[src/rtl/logic_reduce_pkg.sv]
// Shared types and operator helpers for the multi-channel bitwise reduction unit.
// Helpers work on MAX_W-bit words; callers zero-extend and truncate with casts.
package logic_reduce_pkg;

  localparam int MAX_W = 64;

  typedef enum logic [1:0] {
    MODE_OR  = 2'b00,
    MODE_AND = 2'b01,
    MODE_XOR = 2'b10,
    MODE_NOR = 2'b11
  } mode_e;

  typedef enum logic [1:0] {
    ST_IDLE = 2'b00,
    ST_ACC  = 2'b01,
    ST_DONE = 2'b10
  } state_e;

  function automatic logic [MAX_W-1:0] identity(input mode_e m);
    logic [MAX_W-1:0] r;
    case (m)
      MODE_AND: r = '1;
      default:  r = '0;
    endcase
    return r;
  endfunction

  // NOR folds as OR; its inversion happens once, when the result is loaded
  function automatic logic [MAX_W-1:0] apply(input mode_e m,
                                             input logic [MAX_W-1:0] a,
                                             input logic [MAX_W-1:0] b);
    logic [MAX_W-1:0] r;
    case (m)
      MODE_OR:  r = a | b;
      MODE_AND: r = a & b;
      MODE_XOR: r = a ^ b;
      MODE_NOR: r = a | b;
      default:  r = a | b;
    endcase
    return r;
  endfunction

endpackage

[src/rtl/logic_reduce_acc_reduce_comb.sv]
// Combinational fold of NCH channels into one WIDTH-bit word under the given operator.
module reduce_comb
  import logic_reduce_pkg::*;
#(
  parameter int WIDTH = 8,
  parameter int NCH   = 2
) (
  input  mode_e              mode,
  input  logic [NCH*WIDTH-1:0] in_data,
  output logic [WIDTH-1:0]     out_data
);

  logic [WIDTH-1:0] fold_s;

  // Start from the operator identity so NCH=1 is a pass-through
  always_comb begin
    fold_s = WIDTH'(identity(mode));
    for (int c = 0; c < NCH; c++) begin
      fold_s = WIDTH'(apply(mode, MAX_W'(fold_s), MAX_W'(in_data[c*WIDTH +: WIDTH])));
    end
    out_data = fold_s;
  end

endmodule

[src/rtl/logic_reduce_acc.sv]
// Frame accumulator: reduces each beat across channels, folds beats over a frame
// and presents the registered result on a valid/ready output.
module logic_reduce_acc
  import logic_reduce_pkg::*;
#(
  parameter int WIDTH = 8,
  parameter int NCH   = 2,
  parameter int BEATS = 4
) (
  input  logic                       clk,
  input  logic                       rst_n,
  input  logic [1:0]                 mode,
  input  logic                       in_valid,
  output logic                       in_ready,
  input  logic [NCH*WIDTH-1:0]       in_data,
  input  logic                       in_last,
  output logic                       out_valid,
  input  logic                       out_ready,
  output logic [WIDTH-1:0]           out_data,
  output logic [$clog2(BEATS+1)-1:0] out_beats
);

  localparam int CW = $clog2(BEATS + 1);

  state_e           state_r;
  mode_e            mode_r;
  logic [WIDTH-1:0] acc_r;
  logic [CW-1:0]    cnt_r;
  logic             out_valid_r;
  logic [WIDTH-1:0] out_data_r;
  logic [CW-1:0]    out_beats_r;

  mode_e            beat_mode_s;
  logic [WIDTH-1:0] red_s;
  logic [WIDTH-1:0] acc_next_s;
  logic [WIDTH-1:0] out_next_s;
  logic [CW-1:0]    cnt_next_s;
  logic             frame_end_s;
  logic             accept_s;

  assign in_ready  = (state_r != ST_DONE);
  assign accept_s  = in_valid && in_ready;
  assign out_valid = out_valid_r;
  assign out_data  = out_data_r;
  assign out_beats = out_beats_r;

  reduce_comb #(.WIDTH(WIDTH), .NCH(NCH)) u_reduce (
    .mode    (beat_mode_s),
    .in_data (in_data),
    .out_data(red_s)
  );

  // Next accumulator/count; the live mode port only matters on a frame's first beat
  always_comb begin
    beat_mode_s = mode_r;
    acc_next_s  = acc_r;
    cnt_next_s  = cnt_r;
    if (state_r == ST_IDLE) begin
      beat_mode_s = mode_e'(mode);
      acc_next_s  = red_s;
      cnt_next_s  = CW'(1);
    end else begin
      beat_mode_s = mode_r;
      acc_next_s  = WIDTH'(apply(mode_r, MAX_W'(acc_r), MAX_W'(red_s)));
      cnt_next_s  = cnt_r + CW'(1);
    end
    frame_end_s = in_last || (cnt_next_s == CW'(BEATS));
    if (beat_mode_s == MODE_NOR) begin
      out_next_s = ~acc_next_s;
    end else begin
      out_next_s = acc_next_s;
    end
  end

  // Frame FSM with accumulator, counter and registered result
  always_ff @(posedge clk or negedge rst_n) begin
    if (!rst_n) begin
      state_r     <= ST_IDLE;
      mode_r      <= MODE_OR;
      acc_r       <= '0;
      cnt_r       <= '0;
      out_valid_r <= 1'b0;
      out_data_r  <= '0;
      out_beats_r <= '0;
    end else begin
      case (state_r)
        ST_IDLE, ST_ACC: begin
          if (accept_s) begin
            if (state_r == ST_IDLE) begin
              mode_r <= mode_e'(mode);
            end
            acc_r <= acc_next_s;
            cnt_r <= cnt_next_s;
            if (frame_end_s) begin
              out_data_r  <= out_next_s;
              out_beats_r <= cnt_next_s;
              out_valid_r <= 1'b1;
              state_r     <= ST_DONE;
            end else begin
              state_r <= ST_ACC;
            end
          end
        end
        ST_DONE: begin
          if (out_ready) begin
            out_valid_r <= 1'b0;
            state_r     <= ST_IDLE;
          end
        end
        default: begin
          out_valid_r <= 1'b0;
          state_r     <= ST_IDLE;
        end
      endcase
    end
  end

endmodule

[config.mk]
export PLATFORM = sky130hd
export DESIGN_NAME = logic_reduce_acc
export DESIGN_NICKNAME = d
export VERILOG_FILES = /design/src/rtl/logic_reduce_pkg.sv /design/src/rtl/logic_reduce_acc_reduce_comb.sv /design/src/rtl/logic_reduce_acc.sv
export SDC_FILE = /design/constraint.sdc
export NUM_CORES = 1
export LEC_CHECK = 0
export BUFFER_PORTS_ARGS = -buffer_cell sky130_fd_sc_hd__buf_4
export CAP_MARGIN = 10
export CORE_UTILIZATION = 57
export CTS_CLUSTER_SIZE = 40
export DETAILED_ROUTE_END_ITERATION = 7
export MAX_ROUTING_LAYER = met4
export PLACE_DENSITY = 0.87
export SLEW_MARGIN = 20
export SYNTH_ARGS = -nofsm -noshare
export SYNTH_HDL_FRONTEND = slang
export SYNTH_SLANG_ARGS = --single-unit
[constraint.sdc]
create_clock -name clk -period 4.2 [get_ports clk]
set_input_delay 0.21 -clock clk [delete_from_list [all_inputs] [get_ports clk]]
set_output_delay 0.21 -clock clk [all_outputs]
set_load 0.02 [all_outputs]
==> flow_metrics.py <==
metrics = {
    "critical_path": {
        "rrSetupSlack_ns": 0.69,
        "r2r-end": "out_data[7]$_DFFE_PN0P_",
        "worstPathCellList": "nor2_1 -> mux2i_1 -> ha_1 -> clkinv_1 -> a21oi_1 -> inv_1 -> ha_1 -> a21oi_1 -> a221oi_1 -> or4b_1 -> o211ai_1",
        "critPathBufInv": 2,
        "cp.arrival_ns": 3.71,
        "critPathTopFamily": "simple AND/OR/NAND/NOR gates",
        "startpoint": "state_r[0]$_DFFE_PN0P_",
        "cp-start-kind": "register",
        "max_stage_delay_ns": 0.52,
        "crit_type": "reg2reg",
        "worst_ep_required_time_ns": 4.40,
        "critPathCapture": "out_data[7]$_DFFE_PN0P_",
        "critPathCaptureType": "register",
        "path_max_fanout": 15,
        "reg2reg_from": "state_r[0]$_DFFE_PN0P_",
        "cp.depth": 11,
        "reg2reg_depth": 11,
        "cpMaxStageDelayCell": "or4b_1",
    },
    "yosys": {
        "synth_area_leaders": "dfrtp_1 30%, ha_1 21%, inv_1 6.9%",
        "postSynthCellCount": 265,
        "synth.distinct_cells": 32,
        "yosysMostFrequentCell": "inv_1",
        "synth-seq-cells": 27,
        "seq_area_frac_synth_pct": 29.65,
        "avgSynthCellArea_um2": 8.598,
        "syn_nets": 326,
        "yosys_most_used_dff": "dfrtp_1",
        "synth_top_area_cell": "dfrtp_1",
        "synth_edf_count": 0,
        "ys.warnings.count": 0,
        "yosysTopAreaCellShare_pct": 29.65,
        "netlist_top_cells_count": "42 x inv_1, 38 x ha_1, 27 x dfrtp_1",
        "synth_area_mm2": 0.002278,
        "async_flop_share_pct": 100.0,
    },
    "route": {
        "vias_per_cell": 5.516,
        "ant_nets": 0,
        "wl_met2_um": 2216,
        "dr_total_vias": 1881,
        "wirelength_met1_um": 2333,
        "wl_met3_um": 239,
        "drtIter0Drc": 111,
        "wl_um": 4817,
        "dr.max_layer_used": "met4",
        "wl_per_cell_um": 14.13,
        "drcViolationCount": 0,
        "drtPass1Iterations": 4,
    },
    "die": {
        "die-area_mm2": 0.004254,
        "start_util_pct": 60.86,
        "die-height_um": 65.23,
        "pin_count": 36,
        "placementRows": 22,
        "core_mm2": 0.003744,
        "die_x_um": 65.23,
    },
    "finish": {
        "area.growth.synth_to_final_pct": 14.66,
        "final_cells": 341,
        "layout.nets": 355,
        "n_antenna_cell": 0,
        "drive_gt1_share_pct": 15.02,
    },
    "pwr": {
        "p_leak_nw": 1.297,
        "power.density_mw_per_mm2": 675.4,
        "max-vdd-ir-drop_v": 0.0003392,
    },
    "place": {
        "dp_cells": 336,
        "portBuffers": 35,
        "gp_congestion": 0.8874,
        "dp_hpwl_um": 3670,
    },
    "sta": {
        "holdWs_ns": 0.1428,
        "period_needed_ns": 3.508,
        "slew_headroom_pct": 36.89,
        "finClkSkew_ns": 0.005319,
        "fin_setup_tns_ns": 0,
        "final_hold_viol_count": 0,
        "fmax_mhz": 285.1,
        "setup_viol": 0,
        "worst_pin_slew_ns": 0.9467,
        "slew_viol_final": 0,
        "fin_crit_sh_pct": 83.52,
        "rsz0062_at_grt": "no",
    },
    "grt": {
        "grt_pass1_vias": 1732,
        "grt-ovfl-total": 0,
        "grt.total_usage_pct": 25.65,
        "antenna_found_initial": 0,
        "grt_max_degree": 29,
        "grt_pass1_wl_um": 8286,
    },
    "min_path": {
        "hp-class": "in2reg",
    },
    "clock_tree": {
        "postCtsSetupBuffers": 0,
        "clock_latency_ns": 0.27,
        "cts_tree": "yes",
        "clockBufferDepth": 2,
        "numCtsBuffers": 3,
        "ctsRootBufferMaster": "clkbuf_8",
        "cts.clk_slew.worst_paths_ns": 0.10,
        "htree_num_levels": 1,
        "cts.sink_count": 27,
    },
    "status": {
        "outcome": "completed",
    },
    "job": {
        "maxCapViolCount": 0,
    },
}
## state kept, by name, summed over array words and instances, names as in the netlist
register	count
acc_r	8
out_data	8
cnt_r	3
out_beats	3
mode_r	2
state_r	2
out_valid	1
## layout by cell type (no fill, tap or decap), drive strengths merged
| cell type | count |
|---|---|
| or2b | 1 |
| mux2i | 3 |
| o22ai | 1 |
| clkinv | 1 |
| nand4 | 3 |
| mux2 | 3 |
| or3 | 1 |
| a21oi | 12 |
| clkbuf | 4 |
| a31oi | 2 |
| o31a | 1 |
| nand2b | 12 |
| and2 | 7 |
| o21ai | 25 |
| buf | 36 |
| a2bb2oi | 5 |
| or4b | 5 |
| or2 | 1 |
| ha | 38 |
| nand2 | 9 |
| xnor2 | 1 |
| dfrtp | 27 |
| nor2b | 9 |
| o211ai | 11 |
| o31ai | 2 |
| o2bb2ai | 3 |
| a211oi | 5 |
| o311ai | 3 |
| inv | 42 |
| nor2 | 14 |
| a221oi | 5 |
| dlygate4sd3 | 1 |
## metrics by stage
stage	util, %	power, mW	area (um2)	worst slack [ns]
6_report	69.79	1.764	2613	0.6920
5_1_grt	69.79	1.957	2613	0.3075
4_1_cts	69.79	1.766	2613	0.6838
3_5_place_dp	68.32	1.602	2557	0.7701
3_3_place_gp	68.32	1.546	2557	0.9064
2_1_floorplan	-	1.285	2278	1.060
## power by group
group | leakage [nW] | switching, mW | internal (mW) | total (mW)
logic | 0.941 | 0.663 | 0.485 | 1.15
clock network | 0.0228 | 0.0831 | 0.0680 | 0.151
registers | 0.333 | 0.0890 | 0.377 | 0.466
## logic make-up after synthesis
kind of cell,after synthesis,share of synthesized area [%]
AO/OA/AOI/OAI,75,21.58
flip-flops,27,29.65
multiplexers,6,2.801
AND/OR/NAND/NOR,62,15.38
adder cells (fa/ha/maj),38,20.87
XOR/XNOR,1,0.3845
buffers and inverters,56,9.335
## worst min path at each step
stage / from / endpoint / slack [ns] / depth (start not counted)
2_1_floorplan: rst_n / acc_r[0]$_DFFE_PN0P_ / -0.09 / 0
3_3_place_gp: rst_n / out_valid$_DFFE_PN0P_ / 0.15 / 1
3_5_place_dp: rst_n / out_valid$_DFFE_PN0P_ / 0.15 / 1
4_1_cts: out_ready / state_r[1]$_DFFE_PN0P_ / 0.14 / 2
5_1_grt: out_ready / state_r[1]$_DFFE_PN0P_ / 0.14 / 2
6_report: out_ready / state_r[1]$_DFFE_PN0P_ / 0.14 / 2
## layout make-up
type	instances	area, um2
tap	48	60.06
inverter	43	161.4
clock buffer	4	45.04
timing repair buffer	37	280.3
multi-input combinational	182	1390
sequential	27	675.6
fill	307	1131
## what timing repair did
item                       CTS  global route
hold endpoints to repair    27             0
gates resized for setup      0             0
setup endpoints to repair    0             0
hold buffers                 1             0
## per-layer routing
metal	global-route usage, %	up-vias
met2	41.37	63
met5	-	-
met1	35.19	844
li1	-	972
met3	1.736	2
met4	6.250	0
(Power assumes the default switching activity.)
